<file path="config.mk">
export PLATFORM = sky130hd
export DESIGN_NAME = poker_round_ctrl_flat
export DESIGN_NICKNAME = d
export VERILOG_FILES = /design/src/rtl/poker_pkg.sv /design/src/rtl/poker_round_ctrl_if.sv /design/src/rtl/card_slot_fill.sv /design/src/rtl/poker_round_ctrl.sv /design/src/flat_wrapper.sv
export SDC_FILE = /design/constraint.sdc
export NUM_CORES = 1
export LEC_CHECK = 0
export CAP_MARGIN = 20
export CORE_MARGIN = 4
export CORE_UTILIZATION = 40
export CTS_BUF_LIST = sky130_fd_sc_hd__clkbuf_4 sky130_fd_sc_hd__clkbuf_8
export CTS_CLUSTER_SIZE = 24
export DETAILED_ROUTE_END_ITERATION = 8
export PLACE_DENSITY = 0.72
export SLEW_MARGIN = 20
export SYNTH_ARGS = -nofsm -noshare
export SYNTH_HDL_FRONTEND = slang
export SYNTH_HIERARCHICAL = 1
export SYNTH_SLANG_ARGS = --single-unit
</file>
<file path="constraint.sdc">
create_clock -name clock -period 5.01 [get_ports clock]
set_input_delay 0.7515 -clock clock [delete_from_list [all_inputs] [get_ports clock]]
set_output_delay 0.7515 -clock clock [all_outputs]
set_load 0.02 [all_outputs]
</file>
<file path="src/rtl/poker_pkg.sv">
// Shared state encoding, hand codes and payout table for the poker round controller.
package poker_pkg;

   localparam int          W_WIN   = 10;
   localparam int unsigned N_SLOTS = 5;

   typedef enum logic [2:0] {
      ST_IDLE, ST_DEAL, ST_HOLD, ST_DRAW, ST_JUDGE, ST_CAPT, ST_OFFER, ST_PAY
   } round_state_t;

   typedef struct packed {
      logic [3:0] num;
      logic [2:0] suit;
   } card_t;

   localparam logic [3:0] HAND_NONE     = 4'd0;
   localparam logic [3:0] HAND_JACKS    = 4'd1;
   localparam logic [3:0] HAND_TWO_PAIR = 4'd2;
   localparam logic [3:0] HAND_THREE    = 4'd3;
   localparam logic [3:0] HAND_STRAIGHT = 4'd4;
   localparam logic [3:0] HAND_FLUSH    = 4'd5;
   localparam logic [3:0] HAND_FULL     = 4'd6;
   localparam logic [3:0] HAND_FOUR     = 4'd7;
   localparam logic [3:0] HAND_SF       = 4'd8;
   localparam logic [3:0] HAND_RSF      = 4'd10;
   localparam logic [3:0] HAND_INV      = 4'hF;

   function automatic logic [5:0] hand_mult(input logic [3:0] h);
      case (h)
         HAND_JACKS:    return 6'd1;
         HAND_TWO_PAIR: return 6'd2;
         HAND_THREE:    return 6'd3;
         HAND_STRAIGHT: return 6'd4;
         HAND_FLUSH:    return 6'd5;
         HAND_FULL:     return 6'd7;
         HAND_FOUR:     return 6'd10;
         HAND_SF:       return 6'd20;
         HAND_RSF:      return 6'd50;
         default:       return 6'd0;
      endcase
   endfunction

endpackage

</file>
<file path="src/rtl/poker_round_ctrl_if.sv">
// Card-source handshake and hand-judge bus between the round controller and its neighbours.
interface poker_round_ctrl_if;
   logic       card_req;
   logic       card_ack;
   logic [3:0] card_num;
   logic [2:0] card_suit;
   logic [3:0] nnum0, nnum1, nnum2, nnum3, nnum4;
   logic [2:0] nsuit0, nsuit1, nsuit2, nsuit3, nsuit4;
   logic       pjudge;
   logic [3:0] hand_r;
   logic       dchance1;

   modport master (
      output card_req, nnum0, nnum1, nnum2, nnum3, nnum4,
             nsuit0, nsuit1, nsuit2, nsuit3, nsuit4, pjudge,
      input  card_ack, card_num, card_suit, hand_r, dchance1
   );

   modport slave (
      input  card_req, nnum0, nnum1, nnum2, nnum3, nnum4,
             nsuit0, nsuit1, nsuit2, nsuit3, nsuit4, pjudge,
      output card_ack, card_num, card_suit, hand_r, dchance1
   );
endinterface

</file>
<file path="src/rtl/card_slot_fill.sv">
// Five-slot hand store: fills the lowest unfilled slot on each accepted ack.
// DUPLICATE_REJECT_EN: discard acked cards already seen this round.
module card_slot_fill
   import poker_pkg::*;
(
   input  logic       clock,
   input  logic       reset_c,
   input  logic       fill_en,
   input  logic       clr_deal,
   input  logic       arm_draw,
   input  logic [4:0] keep_mask,
   input  logic       card_ack,
   input  card_t      card_in,
   output logic       card_req,
   output logic       fill_done,
   output card_t      slot [N_SLOTS]
);

   logic [4:0] filled;
   logic [2:0] next_idx;
   logic       found;
   logic       dup;
   logic       take;
   logic [4:0] take_1h;

   always_comb begin
      next_idx = '0;
      found    = 1'b0;
      for (int unsigned i = 0; i < N_SLOTS; i++) begin
         if (!filled[i] && !found) begin
            next_idx = 3'(i);
            found    = 1'b1;
         end
      end
   end

`ifdef DUPLICATE_REJECT_EN
   card_t dealt [N_SLOTS];
   logic  drawing;

   // During the redraw the original deal still counts, even for slots being replaced.
   always_comb begin
      dup = 1'b0;
      for (int unsigned i = 0; i < N_SLOTS; i++) begin
         if ((filled[i] && slot[i] == card_in) || (drawing && dealt[i] == card_in))
            dup = 1'b1;
      end
   end

   always_ff @(posedge clock) begin
      if (reset_c) begin
         drawing <= 1'b0;
         dealt   <= '{default: '0};
      end else begin
         if (clr_deal)
            drawing <= 1'b0;
         else if (arm_draw)
            drawing <= 1'b1;
         if (take && !drawing)
            dealt[next_idx] <= card_in;
      end
   end
`else
   assign dup = 1'b0;
`endif

   assign card_req  = fill_en && !(&filled);
   assign take      = card_req && card_ack && !dup;
   assign take_1h   = take ? (5'b00001 << next_idx) : '0;
   assign fill_done = &(filled | take_1h);

   always_ff @(posedge clock) begin
      if (reset_c) begin
         filled <= '0;
         slot   <= '{default: '0};
      end else begin
         if (clr_deal)
            filled <= '0;
         else if (arm_draw)
            filled <= keep_mask;
         else if (take)
            filled <= filled | take_1h;
         if (take)
            slot[next_idx] <= card_in;
      end
   end

endmodule

</file>
<file path="src/rtl/poker_round_ctrl.sv">
// Poker round sequencer: bet, deal, hold, redraw, judge, then pay out or offer double-up.
// DUPLICATE_REJECT_EN (in card_slot_fill) enables duplicate-card rejection.
module poker_round_ctrl
   import poker_pkg::*;
#(
   parameter int CREDIT_W    = 16,
   parameter int INIT_CREDIT = 100,
   parameter int BET_MAX     = 10
) (
   input  logic                clock,
   input  logic                reset_c,
   input  logic                start,
   input  logic [3:0]          bet,
   input  logic [4:0]          hold_btn,
   input  logic                confirm,
   input  logic                dbl_take,
   input  logic                dbl_skip,
   poker_round_ctrl_if.master  cbus,
   output logic                dbl_go,
   output logic [W_WIN-1:0]    dbl_amt,
   output logic [4:0]          hold_mask,
   output logic [3:0]          hand_code,
   output logic [W_WIN-1:0]    win,
   output logic [CREDIT_W-1:0] credit,
   output logic                busy,
   output logic                err
);

   localparam logic [3:0] BET_MAX_L = 4'(BET_MAX);

   round_state_t        state, state_n;
   logic [3:0]          bet_r;
   logic                bet_ok;
   logic                fill_en, clr_deal, arm_draw, fill_done;
   logic [W_WIN-1:0]    win_calc;
   logic [CREDIT_W:0]   credit_sum;
   logic [CREDIT_W-1:0] credit_sat;
   card_t               slot [N_SLOTS];

   assign bet_ok     = (bet != '0) && (bet <= BET_MAX_L) && (CREDIT_W'(bet) <= credit);
   assign win_calc   = W_WIN'(bet_r) * W_WIN'(hand_mult(cbus.hand_r));
   assign credit_sum = {1'b0, credit} + (CREDIT_W + 1)'(win);
   assign credit_sat = credit_sum[CREDIT_W] ? '1 : credit_sum[CREDIT_W-1:0];

   card_slot_fill u_fill (
      .clock     (clock),
      .reset_c   (reset_c),
      .fill_en   (fill_en),
      .clr_deal  (clr_deal),
      .arm_draw  (arm_draw),
      .keep_mask (hold_mask ^ hold_btn),
      .card_ack  (cbus.card_ack),
      .card_in   ({cbus.card_num, cbus.card_suit}),
      .card_req  (cbus.card_req),
      .fill_done (fill_done),
      .slot      (slot)
   );

   assign {cbus.nnum0, cbus.nsuit0} = slot[0];
   assign {cbus.nnum1, cbus.nsuit1} = slot[1];
   assign {cbus.nnum2, cbus.nsuit2} = slot[2];
   assign {cbus.nnum3, cbus.nsuit3} = slot[3];
   assign {cbus.nnum4, cbus.nsuit4} = slot[4];

   assign cbus.pjudge = (state == ST_JUDGE);
   assign busy        = (state != ST_IDLE);

   always_ff @(posedge clock) begin
      if (reset_c)
         state <= ST_IDLE;
      else
         state <= state_n;
   end

   always_comb begin
      state_n  = state;
      fill_en  = 1'b0;
      clr_deal = 1'b0;
      arm_draw = 1'b0;
      case (state)
         ST_IDLE: begin
            if (start && bet_ok) begin
               clr_deal = 1'b1;
               state_n  = ST_DEAL;
            end
         end
         ST_DEAL: begin
            fill_en = 1'b1;
            if (fill_done) state_n = ST_HOLD;
         end
         ST_HOLD: begin
            if (confirm) begin
               arm_draw = 1'b1;
               state_n  = ST_DRAW;
            end
         end
         ST_DRAW: begin
            fill_en = 1'b1;
            if (fill_done) state_n = ST_JUDGE;
         end
         ST_JUDGE: state_n = ST_CAPT;
         ST_CAPT: begin
            if (cbus.hand_r != HAND_INV && cbus.dchance1 && win_calc != '0)
               state_n = ST_OFFER;
            else
               state_n = ST_PAY;
         end
         ST_OFFER: begin
            if (dbl_take)
               state_n = ST_IDLE;
            else if (dbl_skip)
               state_n = ST_PAY;
         end
         ST_PAY:  state_n = ST_IDLE;
         default: state_n = ST_IDLE;
      endcase
   end

   always_ff @(posedge clock) begin
      if (reset_c) begin
         credit    <= CREDIT_W'(INIT_CREDIT);
         bet_r     <= '0;
         hold_mask <= '0;
         hand_code <= '0;
         win       <= '0;
         dbl_amt   <= '0;
         dbl_go    <= 1'b0;
         err       <= 1'b0;
      end else begin
         err    <= 1'b0;
         dbl_go <= 1'b0;
         case (state)
            ST_IDLE: begin
               if (start) begin
                  if (bet_ok) begin
                     credit    <= credit - CREDIT_W'(bet);
                     bet_r     <= bet;
                     hold_mask <= '0;
                  end else begin
                     err <= 1'b1;
                  end
               end
            end
            ST_HOLD: hold_mask <= hold_mask ^ hold_btn;
            ST_CAPT: begin
               if (cbus.hand_r == HAND_INV) begin
                  hand_code <= '0;
                  win       <= '0;
                  err       <= 1'b1;
               end else begin
                  hand_code <= cbus.hand_r;
                  win       <= win_calc;
               end
            end
            ST_OFFER: begin
               if (dbl_take) begin
                  dbl_go  <= 1'b1;
                  dbl_amt <= win;
               end
            end
            ST_PAY:  credit <= credit_sat;
            default: ;
         endcase
      end
   end

endmodule
</file>
<file path="src/flat_wrapper.sv">
// flat-port wrapper written by rule: the top's interface ports become plain ports
module poker_round_ctrl_flat import poker_pkg::*;
#(
   parameter int CREDIT_W    = 16,
   parameter int INIT_CREDIT = 100,
   parameter int BET_MAX     = 10
)
  (clock, reset_c, start, bet, hold_btn, confirm, dbl_take, dbl_skip, dbl_go, dbl_amt, hold_mask, hand_code, win, credit, busy, err, cbus_card_req, cbus_nnum0, cbus_nnum1, cbus_nnum2, cbus_nnum3, cbus_nnum4, cbus_nsuit0, cbus_nsuit1, cbus_nsuit2, cbus_nsuit3, cbus_nsuit4, cbus_pjudge, cbus_card_ack, cbus_card_num, cbus_card_suit, cbus_hand_r, cbus_dchance1);
  poker_round_ctrl_if cbus_i ();
  input  logic clock;
  input  logic reset_c;
  input  logic start;
  input  logic [3:0] bet;
  input  logic [4:0] hold_btn;
  input  logic confirm;
  input  logic dbl_take;
  input  logic dbl_skip;
  output logic dbl_go;
  output logic [W_WIN-1:0] dbl_amt;
  output logic [4:0] hold_mask;
  output logic [3:0] hand_code;
  output logic [W_WIN-1:0] win;
  output logic [CREDIT_W-1:0] credit;
  output logic busy;
  output logic err;
  output wire logic [$bits(cbus_i.card_req)-1:0] cbus_card_req;
  output wire logic [$bits(cbus_i.nnum0)-1:0] cbus_nnum0;
  output wire logic [$bits(cbus_i.nnum1)-1:0] cbus_nnum1;
  output wire logic [$bits(cbus_i.nnum2)-1:0] cbus_nnum2;
  output wire logic [$bits(cbus_i.nnum3)-1:0] cbus_nnum3;
  output wire logic [$bits(cbus_i.nnum4)-1:0] cbus_nnum4;
  output wire logic [$bits(cbus_i.nsuit0)-1:0] cbus_nsuit0;
  output wire logic [$bits(cbus_i.nsuit1)-1:0] cbus_nsuit1;
  output wire logic [$bits(cbus_i.nsuit2)-1:0] cbus_nsuit2;
  output wire logic [$bits(cbus_i.nsuit3)-1:0] cbus_nsuit3;
  output wire logic [$bits(cbus_i.nsuit4)-1:0] cbus_nsuit4;
  output wire logic [$bits(cbus_i.pjudge)-1:0] cbus_pjudge;
  input wire logic [$bits(cbus_i.card_ack)-1:0] cbus_card_ack;
  input wire logic [$bits(cbus_i.card_num)-1:0] cbus_card_num;
  input wire logic [$bits(cbus_i.card_suit)-1:0] cbus_card_suit;
  input wire logic [$bits(cbus_i.hand_r)-1:0] cbus_hand_r;
  input wire logic [$bits(cbus_i.dchance1)-1:0] cbus_dchance1;
  assign cbus_card_req = cbus_i.card_req;
  assign cbus_nnum0 = cbus_i.nnum0;
  assign cbus_nnum1 = cbus_i.nnum1;
  assign cbus_nnum2 = cbus_i.nnum2;
  assign cbus_nnum3 = cbus_i.nnum3;
  assign cbus_nnum4 = cbus_i.nnum4;
  assign cbus_nsuit0 = cbus_i.nsuit0;
  assign cbus_nsuit1 = cbus_i.nsuit1;
  assign cbus_nsuit2 = cbus_i.nsuit2;
  assign cbus_nsuit3 = cbus_i.nsuit3;
  assign cbus_nsuit4 = cbus_i.nsuit4;
  assign cbus_pjudge = cbus_i.pjudge;
  assign cbus_i.card_ack = cbus_card_ack;
  assign cbus_i.card_num = cbus_card_num;
  assign cbus_i.card_suit = cbus_card_suit;
  assign cbus_i.hand_r = cbus_hand_r;
  assign cbus_i.dchance1 = cbus_dchance1;
  poker_round_ctrl #(.CREDIT_W(CREDIT_W), .INIT_CREDIT(INIT_CREDIT), .BET_MAX(BET_MAX)) u_core (.clock(clock), .reset_c(reset_c), .start(start), .bet(bet), .hold_btn(hold_btn), .confirm(confirm), .dbl_take(dbl_take), .dbl_skip(dbl_skip), .cbus(cbus_i), .dbl_go(dbl_go), .dbl_amt(dbl_amt), .hold_mask(hold_mask), .hand_code(hand_code), .win(win), .credit(credit), .busy(busy), .err(err));
endmodule
</file>
==> flow_metrics.py <==
metrics = {
    "outcome": {
        "outcome": "finished, final reports clean",
    },
    "worst_setup_path": {
        "endpoint_kind": "flip-flop",
        "critPathKind": "in2reg",
        "cp_slowest_stage_delay_ns": 0.57,
        "cp_max_fo": 5,
        "cp-start-kind": "input pin",
        "cpMaxStageDelayCell": "clkdlybuf4s50_1",
        "arrival_ns": 4.89,
        "required_ns": 5.32,
        "path_cells": "clkdlybuf4s50_1, inv_1, ha_1, mux2i_1, nor2_1, nand2_1, fa_1, inv_1, fa_1, inv_1, fa_1, nand2b_1, a21oi_1, xor2_1, a2111oi_0, nand4_1, a31oi_1",
        "reg2reg_depth": 12,
    },
    "floorplan": {
        "io_pins": 113,
        "core.rowCount": 43,
        "initial_core_util_pct": 41.2,
        "fp.coreArea_um2": 14000,
        "dieArea_um2": 16400,
        "fp.dieH_um": 128,
        "die_w_um": 128,
    },
    "clock_tree": {
        "cts_buffers": 9,
        "cts_tree": "yes",
        "path_clk_slew_ns": 0.09,
        "ctsResizeCount": 0,
        "cts_sinks": 94,
        "cts_buffer_depth": 2,
        "clk_latency_ns": 0.38,
        "cts_root_buffer": "clkbuf_8",
        "hold_buffers": 0,
        "post_cts_buffers": 0,
        "htree_levels": 3,
    },
    "sta": {
        "rsz0062_at_grt": "no",
        "slew_viol_final": 0,
        "setup_viol": 0,
        "timing.fmax_ghz": 0.218,
        "layout_worst_path_cycle_share_pct": 91.4,
        "tns_ns": 0,
        "period_minus_slack_ns": 4.58,
        "clock_skew_ns": 0.0170,
        "finalHoldViolCount": 0,
        "maxSlewHeadroom_pct": 38.8,
        "worst_pin_slew_ns": 0.916,
    },
    "finish": {
        "diodes": 0,
        "final_nets": 843,
        "drive_above_1_share_pct": 4.37,
        "area_delta_synth_final_pct": 23.5,
        "layout_common_cells": "clkdlybuf4s50_1, dfxtp_1, a21oi_1",
        "final_area_um2": 7140,
        "final_cells": 958,
        "final_common_cell": "clkdlybuf4s50_1",
    },
    "routing": {
        "detail-route-antenna-nets": 0,
        "drt_iter0_drc": 447,
        "vias": 5405,
        "viasPerCell": 5.64,
        "remaining_drc_errors": 0,
        "wirelength_mm": 16.0,
        "wl_per_cell_um": 16.7,
        "drt_pass1_iterations": 5,
    },
    "grt": {
        "grt-busiest-layer": "met2",
        "gr-usage-met2_pct": 30.8,
        "track_usage_pct": 19.9,
        "grt_max_degree": 39,
        "grt_pass1_wl_mm": 26.6,
        "antenna_found_initial": 0,
        "gr-usage-met3_pct": 3.92,
        "grt_pass1_vias": 5270,
        "overflow": 0,
        "grtUsageMet1_pct": 27.8,
    },
    "synthesis": {
        "synth_top_cell_by_area": "dfxtp_1",
        "synth_area_per_cell_um2": 8.43,
        "synth_top_area_share_pct": 32.6,
        "synth_area_um2": 5780,
        "ys_types": 69,
        "synth-async-reset-ratio_pct": 0,
        "ys_warn_count": 6,
        "synth-edff-count": 0,
        "syn_inst": 686,
        "ys_top_cells_by_area": "dfxtp_1, ha_1, a21oi_1",
        "synth_flop_cell": "dfxtp_1",
        "ys_seq_area_share_pct": 32.6,
        "synth_fp_nets": 756,
        "synth_seq_cells": 94,
    },
    "placement": {
        "numPortBuffers": 112,
        "post-dp-hpwl_mm": 11.7,
        "place_area_um2": 6940,
        "placed_cells": 942,
        "gp_congestion": 0.888,
    },
    "power_and_ir_drop": {
        "internal_power_mw": 1.12,
        "powerDensity_nw_per_um2": 221,
        "max-vdd-ir-drop_mv": 0.144,
        "comb_power_share_pct": 16.6,
        "p_sw_uw": 463,
        "p_leak_nw": 2.74,
        "seqPwrFrac_pct": 49.8,
        "switching_share_pct": 29.3,
        "p_clk_share_pct": 33.6,
    },
    "worst_hold_path": {
        "min_path_cells": 2,
        "hold_path_class": "reg2reg",
    },
    "flow_run": {
        "maxCapViolations": 0,
    },
}
## cell families after synthesis
logic type / synth area share (%)
muxes: 3.83
xor gates and xnor gates: 3.79
adders and majority gates: 10.4
AOI/OAI and AO/OA: 21.1
and+or+nand+nor: 22.5
buffers and inverters: 5.78
DFF: 32.6
## path summary, 6_finish.rpt
check	start	endpoint	slack, ns
setup reg to reg	u_core/bet_r[3]$_SDFFE_PP0P_	u_core/state[0]$_SDFFE_PP0P_	1.47
setup / recovery	cbus_hand_r[1]	u_core/state[0]$_SDFFE_PP0P_	0.43
hold / removal	u_core/dbl_amt[4]$_SDFFE_PP0P_	u_core/dbl_amt[4]$_SDFFE_PP0P_	0.46
hold reg to reg	u_core/dbl_amt[4]$_SDFFE_PP0P_	u_core/dbl_amt[4]$_SDFFE_PP0P_	0.46
## power groups by stage
stage	Combinational, mW	Sequential (mW)	Clock [mW]
finish	0.261	0.787	0.531
global route	0.287	0.791	0.579
CTS	0.260	0.787	0.547
detailed placement	0.258	0.804	0
global placement	0.257	0.804	0
floorplan	0.156	0.808	0
## synthesized netlist by cell type, types with 8 or more instances
| library cell | number |
|---|---|
| a211oi_1 | 8 |
| a21oi_1 | 62 |
| a22oi_1 | 12 |
| a311oi_1 | 10 |
| and2_1 | 21 |
| clkbuf_1 | 25 |
| dfxtp_1 | 94 |
| fa_1 | 10 |
| ha_1 | 32 |
| inv_1 | 32 |
| mux2i_1 | 21 |
| nand2_1 | 49 |
| nand2b_1 | 13 |
| nand3_1 | 26 |
| nand4b_1 | 8 |
| nor2_1 | 61 |
| nor2b_1 | 11 |
| nor3_1 | 12 |
| o21ai_0 | 37 |
| xnor2_1 | 8 |
| xor2_1 | 17 |
## per-layer routing
layer	up-vias	share of wire [%]
li1	2648	-
met1	2572	48
met2	167	45
met3	18	5.9
met4	0	1.3
met5	-	0
## flip-flops by register name, indices dropped and copies added, names as in the netlist, 4 cells and up
signal,flops
u_core/dbl_amt,10
u_core/hold_mask,5
u_core/win,10
u_core/credit,16
u_core/bet_r,4
u_core/u_fill/filled,5
u_core/hand_code,4
u_core/u_fill/slot,35
## area by class of cell
cell class                      instances  area [µm²]
Clock inverter                          6        68.8
Sequential cell                        94        1880
Inverter                               32         120
Clock buffer                           10         131
Tap cell                              180         225
Multi-Input combinational cell        520        3560
Timing Repair Buffer                  116        1150
Fill cell                            1380        6900
## critical path, delay by kind of cell
kind | cells | cell delay (ns)
compound gates | 3 | 0.80
xor+xnor | 1 | 0.11
fa+ha+maj | 4 | 1.81
buf+inv | 4 | 0.78
mux | 1 | 0.06
simple gates | 4 | 0.58
## metrics by stage
| stage | setup WS, ns | util, % | hold WS (ns) | power, mW |
|---|---|---|---|---|
| floorplan | 0.890 | - | 0.503 | 0.964 |
| global placement | 0.210 | 49.4 | 0.442 | 1.06 |
| detailed placement | 0.0771 | 49.4 | 0.449 | 1.06 |
| CTS | 0.477 | 50.8 | 0.460 | 1.59 |
| global route | 0.190 | 50.8 | 0.490 | 1.66 |
| finish | 0.432 | 50.8 | 0.458 | 1.58 |
(Power assumes the default switching activity.)
